==> src/rtl/scan_player_pkg.sv <==
`default_nettype none
// ============================================================================
//  Module      : scan_player_pkg
//  Description : Shared types and helpers for the scan pattern player. This
//                file holds the FSM state encoding, the length of the
//                scan-mode setup window and a saturating increment helper.
//  Revision    : 1.0 - initial release
// ============================================================================
package scan_player_pkg;

    typedef enum logic [2:0] {
        IDLE    = 3'd0,
        SETUP   = 3'd1,
        SHIFT   = 3'd2,
        CAPTURE = 3'd3,
        DONE    = 3'd4
    } state_t;

    // Cycles spent with Test_Mode/Test_Se settled before the first shift.
    localparam int SETUP_CYCLES = 2;

    // Increments value and saturates at (2**width)-1. Callers zero-extend
    // their counter to 32 bits on the way in and truncate on the way out.
    function automatic logic [31:0] sat_inc(input logic [31:0] value, input int width);
        logic [31:0] w_max;
        w_max = (width >= 32) ? 32'hFFFF_FFFF : ((32'd1 << width) - 32'd1);
        return (value >= w_max) ? w_max : (value + 32'd1);
    endfunction

endpackage
`default_nettype wire

==> src/rtl/scan_compare_unit.sv <==
`default_nettype none
// ============================================================================
//  Module      : scan_compare_unit
//  Description : Masked scan-out comparator. Flags a failing vector when any
//                masked chain differs from its expected bit, keeps a
//                saturating per-vector miscompare count and latches the
//                location of the first failure.
//  Ports       : clk/rst          - clock, synchronous active-high reset
//                i_clear          - clears count and first-fail record
//                i_en             - a vector is being accepted this cycle
//                i_so/i_exp/i_mask- scan-out, expected and compare mask
//                i_pat/i_vec      - pattern / shift index of this vector
//                o_err_count      - saturating failing-vector count
//                o_ff_*           - first failure valid/pattern/vector/chains
//  Revision    : 1.0 - initial release
// ============================================================================
module scan_compare_unit
    import scan_player_pkg::*;
#(
    parameter int NCHAINS = 4,
    parameter int LEN_W   = 16,
    parameter int PAT_W   = 16,
    parameter int ERR_W   = 16
) (
    input  logic               clk,
    input  logic               rst,
    input  logic               i_clear,
    input  logic               i_en,
    input  logic [NCHAINS-1:0] i_so,
    input  logic [NCHAINS-1:0] i_exp,
    input  logic [NCHAINS-1:0] i_mask,
    input  logic [PAT_W-1:0]   i_pat,
    input  logic [LEN_W-1:0]   i_vec,
    output logic [ERR_W-1:0]   o_err_count,
    output logic               o_ff_valid,
    output logic [PAT_W-1:0]   o_ff_pat,
    output logic [LEN_W-1:0]   o_ff_vec,
    output logic [NCHAINS-1:0] o_ff_chain
);

    logic [NCHAINS-1:0] w_diff;
    logic               w_fail;
    logic [ERR_W-1:0]   r_err;
    logic               r_ff_valid;
    logic [PAT_W-1:0]   r_ff_pat;
    logic [LEN_W-1:0]   r_ff_vec;
    logic [NCHAINS-1:0] r_ff_chain;

    assign w_diff = (i_so ^ i_exp) & i_mask;
    // One failing vector counts once, however many chains disagree.
    assign w_fail = i_en & (|w_diff);

    always_ff @(posedge clk) begin
        if (rst || i_clear) begin
            r_err      <= '0;
            r_ff_valid <= 1'b0;
            r_ff_pat   <= '0;
            r_ff_vec   <= '0;
            r_ff_chain <= '0;
        end else if (w_fail) begin
            r_err <= ERR_W'(sat_inc(32'(r_err), ERR_W));
            if (!r_ff_valid) begin
                r_ff_valid <= 1'b1;
                r_ff_pat   <= i_pat;
                r_ff_vec   <= i_vec;
                r_ff_chain <= w_diff;
            end
        end
    end

    assign o_err_count = r_err;
    assign o_ff_valid  = r_ff_valid;
    assign o_ff_pat    = r_ff_pat;
    assign o_ff_vec    = r_ff_vec;
    assign o_ff_chain  = r_ff_chain;

endmodule
`default_nettype wire

==> src/rtl/scan_pattern_player.sv <==
`default_nettype none
// ============================================================================
//  Module      : scan_pattern_player
//  Description : Replays a streamed scan pattern set into an N-chain
//                scan-inserted core and compares its scan-out against masked
//                expected data. Each shift block loads pattern p while
//                unloading pattern p-1; the block after the last capture is
//                unload-only.
//  Ports       : hclk/hreset        - clock, synchronous active-high reset
//                start/abort        - run control pulses
//                cfg_chain_len/num  - shifts per block, patterns per run
//                pat_*              - valid/ready pattern stream
//                Test_Mode/Test_Se/scan_clk_en/si/so - core scan interface
//                busy/done          - run status
//                pattern_number/vector_number - run position
//                err_count/first_fail_*       - miscompare results
//  Revision    : 1.0 - initial release
// ============================================================================
module scan_pattern_player
    import scan_player_pkg::*;
#(
    parameter int NCHAINS        = 4,
    parameter int LEN_W          = 16,
    parameter int PAT_W          = 16,
    parameter int ERR_W          = 16,
    parameter int CAPTURE_CYCLES = 1
) (
    input  logic               hclk,
    input  logic               hreset,
    input  logic               start,
    input  logic               abort,
    input  logic [LEN_W-1:0]   cfg_chain_len,
    input  logic [PAT_W-1:0]   cfg_num_pat,
    input  logic               pat_valid,
    output logic               pat_ready,
    input  logic [NCHAINS-1:0] pat_si,
    input  logic [NCHAINS-1:0] pat_exp,
    input  logic [NCHAINS-1:0] pat_mask,
    output logic               Test_Mode,
    output logic               Test_Se,
    output logic               scan_clk_en,
    output logic [NCHAINS-1:0] si,
    input  logic [NCHAINS-1:0] so,
    output logic               busy,
    output logic               done,
    output logic [PAT_W-1:0]   pattern_number,
    output logic [LEN_W-1:0]   vector_number,
    output logic [ERR_W-1:0]   err_count,
    output logic               first_fail_valid,
    output logic [PAT_W-1:0]   first_fail_pat,
    output logic [LEN_W-1:0]   first_fail_vec,
    output logic [NCHAINS-1:0] first_fail_chain
);

    localparam logic [1:0] c_setup_last   = 2'(SETUP_CYCLES - 1);
    localparam logic [1:0] c_capture_last = 2'(CAPTURE_CYCLES - 1);

    state_t             r_state;
    state_t             w_state_nxt;
    logic [LEN_W-1:0]   r_len;
    logic [PAT_W-1:0]   r_num_pat;
    logic [PAT_W-1:0]   r_pat;
    logic [LEN_W-1:0]   r_vec;
    logic [1:0]         r_cnt;
    logic [NCHAINS-1:0] r_si;

    logic               w_start;
    logic               w_accept;
    logic               w_last_vec;
    logic               w_run_end;
    logic [PAT_W-1:0]   w_unload_pat;

    assign w_start    = (r_state == IDLE) & start;
    assign w_accept   = (r_state == SHIFT) & pat_valid;
    assign w_last_vec = (r_vec == (r_len - LEN_W'(1)));
    assign w_run_end  = (r_pat == r_num_pat);

    // The block being shifted unloads the previous pattern; the very first
    // load has no predecessor and is reported as pattern 0.
    assign w_unload_pat = (r_pat == '0) ? '0 : (r_pat - PAT_W'(1));

    // ------------------------------------------------------------------
    // State register and run counters
    // ------------------------------------------------------------------
    always_ff @(posedge hclk) begin
        if (hreset) begin
            r_state   <= IDLE;
            r_len     <= '0;
            r_num_pat <= '0;
            r_pat     <= '0;
            r_vec     <= '0;
            r_cnt     <= '0;
            r_si      <= '0;
        end else begin
            r_state <= w_state_nxt;
            // Shared dwell counter for SETUP and CAPTURE; restarts on every
            // state change so each window is timed from its first cycle.
            r_cnt   <= (w_state_nxt != r_state) ? 2'd0 : (r_cnt + 2'd1);

            if (w_start) begin
                r_len     <= cfg_chain_len;
                r_num_pat <= cfg_num_pat;
                r_pat     <= '0;
                r_vec     <= '0;
                r_si      <= '0;
            end

            if (w_accept) begin
                r_vec <= r_vec + LEN_W'(1);
                r_si  <= pat_si;
            end

            if ((r_state == CAPTURE) && (w_state_nxt == SHIFT)) begin
                r_pat <= r_pat + PAT_W'(1);
                r_vec <= '0;
            end
        end
    end

    // ------------------------------------------------------------------
    // Next-state logic
    // ------------------------------------------------------------------
    always_comb begin
        w_state_nxt = r_state;
        case (r_state)
            IDLE: begin
                if (start) w_state_nxt = SETUP;
            end
            SETUP: begin
                if (abort)                      w_state_nxt = DONE;
                else if (r_cnt == c_setup_last) w_state_nxt = SHIFT;
            end
            SHIFT: begin
                if (abort)                       w_state_nxt = DONE;
                else if (w_accept && w_last_vec) w_state_nxt = w_run_end ? DONE : CAPTURE;
            end
            CAPTURE: begin
                if (abort)                        w_state_nxt = DONE;
                else if (r_cnt == c_capture_last) w_state_nxt = SHIFT;
            end
            DONE:    w_state_nxt = IDLE;
            default: w_state_nxt = IDLE;
        endcase
    end

    // ------------------------------------------------------------------
    // Scan interface and status outputs
    // ------------------------------------------------------------------
    always_comb begin
        pat_ready   = 1'b0;
        Test_Mode   = 1'b0;
        Test_Se     = 1'b0;
        scan_clk_en = 1'b0;
        si          = '0;
        busy        = 1'b0;
        done        = 1'b0;
        case (r_state)
            SETUP: begin
                Test_Mode = 1'b1;
                Test_Se   = 1'b1;
                busy      = 1'b1;
            end
            SHIFT: begin
                Test_Mode   = 1'b1;
                Test_Se     = 1'b1;
                busy        = 1'b1;
                pat_ready   = 1'b1;
                scan_clk_en = pat_valid;
                // During a stall the last shifted bit stays on si.
                si          = pat_valid ? pat_si : r_si;
            end
            CAPTURE: begin
                Test_Mode   = 1'b1;
                busy        = 1'b1;
                scan_clk_en = 1'b1;
            end
            DONE: begin
                done = 1'b1;
            end
            default: begin
                pat_ready = 1'b0;
            end
        endcase
    end

    assign pattern_number = r_pat;
    assign vector_number  = r_vec;

    scan_compare_unit #(
        .NCHAINS (NCHAINS),
        .LEN_W   (LEN_W),
        .PAT_W   (PAT_W),
        .ERR_W   (ERR_W)
    ) u_cmp (
        .clk         (hclk),
        .rst         (hreset),
        .i_clear     (w_start),
        .i_en        (w_accept),
        .i_so        (so),
        .i_exp       (pat_exp),
        .i_mask      (pat_mask),
        .i_pat       (w_unload_pat),
        .i_vec       (r_vec),
        .o_err_count (err_count),
        .o_ff_valid  (first_fail_valid),
        .o_ff_pat    (first_fail_pat),
        .o_ff_vec    (first_fail_vec),
        .o_ff_chain  (first_fail_chain)
    );

endmodule
`default_nettype wire

==> config.mk <==
export PLATFORM = sky130hd
export DESIGN_NAME = scan_pattern_player
export DESIGN_NICKNAME = d
export VERILOG_FILES = /design/src/rtl/scan_player_pkg.sv /design/src/rtl/scan_compare_unit.sv /design/src/rtl/scan_pattern_player.sv
export SDC_FILE = /design/constraint.sdc
export NUM_CORES = 1
export LEC_CHECK = 0
export ABC_AREA = 1
export CORE_MARGIN = 4
export CORE_UTILIZATION = 35
export CTS_CLUSTER_SIZE = 40
export DETAILED_ROUTE_END_ITERATION = 8
export DONT_BUFFER_PORTS = 1
export PLACE_DENSITY = 0.56
export RECOVER_POWER = 50
export SLEW_MARGIN = 20
export SYNTH_ARGS = -nofsm -noshare
export SYNTH_HDL_FRONTEND = slang
export SYNTH_SLANG_ARGS = --single-unit
==> constraint.sdc <==
create_clock -name hclk -period 4.6 [get_ports hclk]
set_input_delay 0.92 -clock hclk [delete_from_list [all_inputs] [get_ports hclk]]
set_output_delay 0.92 -clock hclk [all_outputs]
set_load 0.02 [all_outputs]
==> flow_summary.yaml, run 1 <==
outcome:
  status: "finished clean"
global_route:
  met1_usage_pct: 22.56
  grt_use_met3_pct: 5.338
  grt_pass1_wl_um: 30230
  grt_max_degree: 69
  gr-max-usage-layer: "met2"
  grtUsageTotal_pct: 17.49
  gr-total-overflow: 0
  grt_antenna_before_repair: 1
  grt_pass1_vias: 5715
  use_met2_pct: 28.43
yosys:
  synth_area_leader_cell: "dfxtp_1"
  yosysWarnings: 0
  synth_area_leaders: "dfxtp_1 (38%), nand2_1 (11%), nor2_1 (6.8%)"
  netlist_instances: 967
  synth_nets: 1027
  async_reset_ff_share_pct: 0
  syn_area_sq_um: 6709
  synth_top_area_share_pct: 37.60
  synth-main-ff-cell: "dfxtp_1"
  avgSynthCellArea_sq_um: 6.938
  ys_ff_latch: 126
  ys_seq_area_share_pct: 37.60
  synth_cell_types: 48
  synth_edf_count: 0
critical_path:
  r2r_slack_ns: 1.49
  critPathMaxFanout: 15
  reg2reg_from: "r_state[0]$_SDFF_PP0_"
  r2r_cells: 9
  crit_required_ns: 4.94
  end_kind: "register"
  start_kind: "register"
  arrival_ns: 3.45
  r2r_end: "u_cmp.o_ff_pat[7]$_SDFFE_PP0P_"
  path_class: "reg -> reg"
timing:
  period_needed_ns: 3.110
  setup_tns_ns: 0
  finClkSkew_ns: 0.01297
  worst_slew_pin_slew_ns: 1.036
  max_slew_margin_pct: 30.51
  setup_violations: 0
  post-route-period-util_pct: 67.60
  final_max_slew_viol_count: 0
  rsz0062_at_grt: "false"
  max_freq_mhz: 321.6
  hold_viol: 0
final_layout:
  nNetsFinal: 1009
  multiInputGateArea_sq_um: 3615
  antenna_cells: 0
  finalNonFillerCells: 1196
  fin_area_sq_um: 7373
  post-route-util_pct: 39.29
  mostFrequentLayoutCells: "nand2_1 (193), dfxtp_1 (126), nor2_1 (121)"
  regArea_sq_um: 2522
  layout_commonest_cell: "nand2_1"
  area_growth_pct: 9.903
  drive_gt1_share_pct: 10.29
  fillers: 2010
route:
  dr.pass1.iters: 4
  totalWireLength_um: 18840
  dr_total_vias: 5971
  drtIter0Drc: 279
  drc: 0
  routedWlPerCell_um: 15.75
  antenna_left: 0
  viasPerCell: 4.992
hold_path:
  hold_end: "r_cnt[0]$_SDFF_PP0_"
  holdPathStages: 1
  hp-class: "reg -> reg"
  worstHoldStart: "r_cnt[0]$_SDFF_PP0_"
cts:
  cts.sinks: 126
  ctsRootBufferMaster: "clkbuf_16"
  ctsResizeCount: 0
  cts_made_buffers: 17
  cts_hold_buf: 0
  clk_latency_ns: 0.43
  post-cts-setup-buffers: 0
  cts_tree: "built"
  clockBufferDepth: 2
  clkSlewWorstSetupHoldPaths_ns: 0.06
  htree_levels: 4
pwr:
  power_frac_comb_pct: 9.7
  p_clk_share_pct: 47.1
  p_int_mw: 1.897
  switchingPower_uw: 760.0
  ir_drop_v: 0.0002676
  swShare_pct: 28.60
  p_per_area_nw_per_um2: 360.4
  p_seq_share_pct: 43.2
  p_leak_nw: 2.928
floorplan:
  fp-row-count: 50
  core_sq_um: 18770
  dieArea_sq_um: 21450
  io_pins: 148
  start_util_pct: 35.75
  die_w_um: 146.5
  die_y_um: 146.5
placed_design:
  dpl_cell_area_sq_um: 6848
  hpwlAfterDp_um: 13930
  io_buffers: 0
  dp.cells: 1164
  gp_congestion: 0.7970
job:
  drv_cap: 0
==> power groups by stage <==
stage          Clock, mW  Sequential, mW  Combinational [mW]
2_1_floorplan          0            1.17               0.212
3_3_place_gp           0            1.17               0.258
3_5_place_dp           0            1.17               0.259
4_1_cts             1.28            1.15               0.261
5_1_grt             1.34            1.15               0.297
6_report            1.25            1.15               0.257
==> cell type report <==
| class | count | share of cell area, % |
|---|---|---|
| multi-input combinational | 700 | 49.02 |
| sequential | 126 | 34.21 |
| clock buffer | 17 | 5.770 |
| inverter | 100 | 5.091 |
| tap | 234 | 3.971 |
| clock inverter | 15 | 1.527 |
| timing repair buffer | 4 | 0.4073 |
==> worst max-delay path: stages (launching register included) <==
cell and delay (ns):
dfxtp_1 0.39, inv_2 0.17, nand3_1 0.29, inv_1 0.53
nand2_1 0.27, nor2_2 0.18, inv_1 0.09, nor2_1 0.71
o21ai_0 0.20, a21oi_1 0.18
==> cell usage after synthesis, types with 7 or more instances <==
library cell	number
a21oi_1	79
a21oi_2	10
clkbuf_1	34
dfxtp_1	126
ha_1	7
inv_1	92
inv_2	8
nand2_1	193
nand2_2	12
nand3_1	70
nand4_1	15
nor2_1	121
nor2_2	9
nor3_1	16
o21ai_0	65
or2_2	10
xnor2_1	15
xor2_1	34
==> sequential cells by signal (all words and copies together) (netlist names) <==
| register | count |
|---|---|
| vector_number | 16 |
| r_state | 3 |
| u_cmp.o_ff_pat | 16 |
| pattern_number | 16 |
| r_cnt | 2 |
| r_num_pat | 16 |
| u_cmp.o_err_count | 16 |
| r_si | 4 |
| r_len | 16 |
| u_cmp.o_ff_valid | 1 |
| u_cmp.o_ff_chain | 4 |
| u_cmp.o_ff_vec | 16 |
==> worst max-delay path by stage <==
| stage | end | startpoint | slack [ns] | cells after the start |
|---|---|---|---|---|
| 5_1_grt | u_cmp.o_ff_pat[9]$_SDFFE_PP0P_ | r_state[1]$_SDFF_PP0_ | 1.04 | 10 |
| 2_1_floorplan | si[0] | pat_valid | 2.04 | 5 |
| 4_1_cts | u_cmp.o_ff_pat[7]$_SDFFE_PP0P_ | pattern_number[0]$_SDFFE_PP0P_ | 1.72 | 12 |
| 6_report | u_cmp.o_ff_pat[7]$_SDFFE_PP0P_ | r_state[0]$_SDFF_PP0_ | 1.49 | 9 |
| 3_3_place_gp | u_cmp.o_ff_pat[9]$_SDFFE_PP0P_ | pat_valid | 1.65 | 8 |
| 3_5_place_dp | u_cmp.o_ff_pat[7]$_SDFFE_PP0P_ | pat_valid | 1.59 | 8 |
==> cells by family after synthesis <==
logic type / synth area share [%]
AO/OA/AOI/OAI: 14.14
buffers and inverters: 8.411
XOR/XNOR: 6.397
adder cells (fa/ha/maj): 1.305
flip-flops: 37.60
AND/OR/NAND/NOR: 32.15
==> through the flow <==
step                      setup slack (ns)  hold slack [ns]  power (mW)
final                                1.490           0.4498       2.657
after global routing                 1.039           0.4763       2.784
after CTS                            1.722           0.4546       2.690
after detailed placement             1.594           0.4463       1.432
after global placement               1.645           0.4336       1.430
after floorplan                      2.041           0.4173       1.378
==> layer usage <==
layer  wire length [um]  up-vias  share of wire, %
met3               1070       16               5.7
met4                214        2               1.1
li1                   -     3104                 -
met5                 13        -             0.069
met2               8712      128                46
met1               8829     2721                47
Note: power is estimated with default switching activity, not from simulation.
==> run 2: changes to the inputs <==
--- a/config.mk
+++ b/config.mk
@@ -11,7 +11,7 @@
 export CTS_CLUSTER_SIZE = 40
 export DETAILED_ROUTE_END_ITERATION = 8
 export DONT_BUFFER_PORTS = 1
-export PLACE_DENSITY = 0.56
+export PLACE_DENSITY = 0.58
 export RECOVER_POWER = 50
 export SLEW_MARGIN = 20
 export SYNTH_ARGS = -nofsm -noshare
==> constraint.sdc (replaced) <==
create_clock -name hclk -period 2.6 [get_ports hclk]
set_input_delay 0.52 -clock hclk [delete_from_list [all_inputs] [get_ports hclk]]
set_output_delay 0.52 -clock hclk [all_outputs]
set_load 0.02 [all_outputs]
==> run 2 against run 1 <==
Against the previous run: via count grew 4.6%; sequential share of layout area shrank 1.9 points; non-clock buffer count grew 48; sequential cell count is the same; maximum frequency grew 30%; global-route usage grew 0.48 points; clock power grew 110%; critical path depth grew 7; cell count grew 4.0%; hold slack lost 0.28 ns; first-iteration DRC count grew 40%; critical path type unchanged.
==> flow_summary.yaml, run 2 (synthesis results as in run 1) <==
critical_path:
  path_class: "reg -> reg"
  arrival_ns: 2.73
  critPathMaxFanout: 16
  crit_required_ns: 2.93
  end_kind: "register"
  start_kind: "register"
route:
  drtIter0Drc: 391
  routedWlPerCell_um: 15.63
  drc: 0
  antenna_left: 0
  totalWireLength_um: 19450
  viasPerCell: 5.020
  dr_wl_met3_um: 1289
  dr.pass1.iters: 5
  drt-met1-wl_um: 8966
  dr_wl_met2_um: 8999
  dr_total_vias: 6245
  top_layer_used: "met4"
timing:
  worst_slew_pin_slew_ns: 0.6815
  final.setup.worst_slack_ns: 0.2013
  hold_viol: 0
  setup_violations: 0
  finClkSkew_ns: 0.01040
  max_slew_margin_pct: 54.22
  period_needed_ns: 2.399
  post-route-period-util_pct: 92.26
  fin_hold_ws_ns: 0.1660
  final_max_slew_viol_count: 0
  max_freq_mhz: 416.9
placed_design:
  hpwlAfterDp_um: 14680
  dpl_cell_area_sq_um: 7186
  gp_congestion: 0.8330
  io_buffers: 0
  pre_cts_slack_ns: -0.004324
floorplan:
  io_pins: 148
  fp-row-count: 50
  start_util_pct: 35.75
  die_w_um: 146.5
  core_sq_um: 18770
  dieArea_sq_um: 21450
  die_y_um: 146.5
pwr:
  p_per_area_nw_per_um2: 654.4
  ir_drop_v: 0.0005828
  total_power_mw: 5.113
  p_leak_nw: 3.149
cts:
  clockBufferDepth: 2
  cts_hold_buf: 0
  ctsRootBufferMaster: "clkbuf_16"
  cts_tree: "built"
  clkSlewWorstSetupHoldPaths_ns: 0.06
  htree_levels: 4
  cts_made_buffers: 17
  clk_latency_ns: 0.42
  cts.sinks: 126
final_layout:
  post-route-util_pct: 41.63
  layout_commonest_cell: "nand2_1"
  multiInputGateArea_sq_um: 3652
  fin_area_sq_um: 7814
  area_growth_pct: 16.47
  fillers: 1980
  mostFrequentLayoutCells: "nand2_1 (193), dfxtp_1 (125), nor2_1 (118)"
  nNetsFinal: 1057
  regArea_sq_um: 2524
  antenna_cells: 0
  drive_gt1_share_pct: 12.87
global_route:
  grt_pass1_vias: 5723
  grt_max_degree: 69
  grt_antenna_before_repair: 0
  grt_pass1_wl_um: 30930
  grtUsageTotal_pct: 17.97
  gr-total-overflow: 0
hold_path:
  hp-class: "in -> reg"
outcome:
  status: "finished clean"
job:
  drv_cap: 0
==> run 2: changes by cell type in the layout (fill, tap and decap cells not counted), moves of 2 or more <==
| cell | delta |
|---|---|
| clkbuf_1 | +24 |
| buf_4 | +22 |
| inv_6 | -6 |
| bufinv_16 | +4 |
| clkbuf_8 | +4 |
| nor2_1 | -3 |
| buf_12 | +2 |
| nor2_2 | +2 |
==> run 2: worst max-delay path, cell delays in order (launching register included) <==
cell,delay [ns]
dfxtp_1,0.32
inv_1,0.12
ha_4,0.16
nand2_1,0.11
nor2_4,0.14
nand2_1,0.06
nand2_1,0.06
nand2_1,0.06
nor2_2,0.13
nand2_1,0.07
nor2_1,0.12
nand2_1,0.08
o21ai_2,0.19
nand3_4,0.13
nand4_4,0.14
nand2_4,0.15
nor3b_1,0.26
==> run 2: layer usage <==
metal | vias up | global-route usage, %
met2 | 156 | 28.64
met3 | 18 | 5.742
met4 | 0 | 5.033
li1 | 3194 | -
met1 | 2877 | 23.46
met5 | - | 0
==> run 2: final timing paths <==
kind | from | to | slack, ns | cells past startpoint
setup / recovery | r_len[1]$_SDFFE_PP0P_ | vector_number[11]$_SDFFE_PP0P_ | 0.20 | 16
hold / removal | hreset | pattern_number[5]$_SDFFE_PP0P_ | 0.17 | 1
setup reg to reg | r_len[1]$_SDFFE_PP0P_ | vector_number[11]$_SDFFE_PP0P_ | 0.20 | 16
hold reg to reg | r_cnt[0]$_SDFF_PP0_ | r_cnt[0]$_SDFF_PP0_ | 0.44 | 1
==> run 2: report_power, final <==
group / total [mW] / internal [mW] / switching (mW)
logic: 0.480 / 0.157 / 0.323
clock network: 2.60 / 1.70 / 0.899
registers: 2.03 / 1.98 / 0.0476
total: 5.11 / 3.84 / 1.27
==> run 2: final cells by class <==
type | count | share of cell area, %
clock inverter | 10 | 2.034
multi-input combinational | 700 | 46.74
timing repair buffer | 52 | 4.179
tap | 234 | 3.747
inverter | 100 | 4.804
sequential | 126 | 32.30
clock buffer | 22 | 6.197
==> run 2: metrics by stage <==
| stage | setup TNS, ns | std cells |
|---|---|---|
| final | 0 | 1244 |
| after global routing | -0.01478 | 1244 |
| after CTS | 0 | 1241 |
| after detailed placement | -0.006068 | 1209 |
| after global placement | 0 | 1209 |
| after floorplan | 0 | 967 |
==> run 2: timing repair <==
action	in CTS	in global routing
setup buffers	0	3
resized for setup	1	9
pin swaps	0	4
setup endpoints to repair	15	35
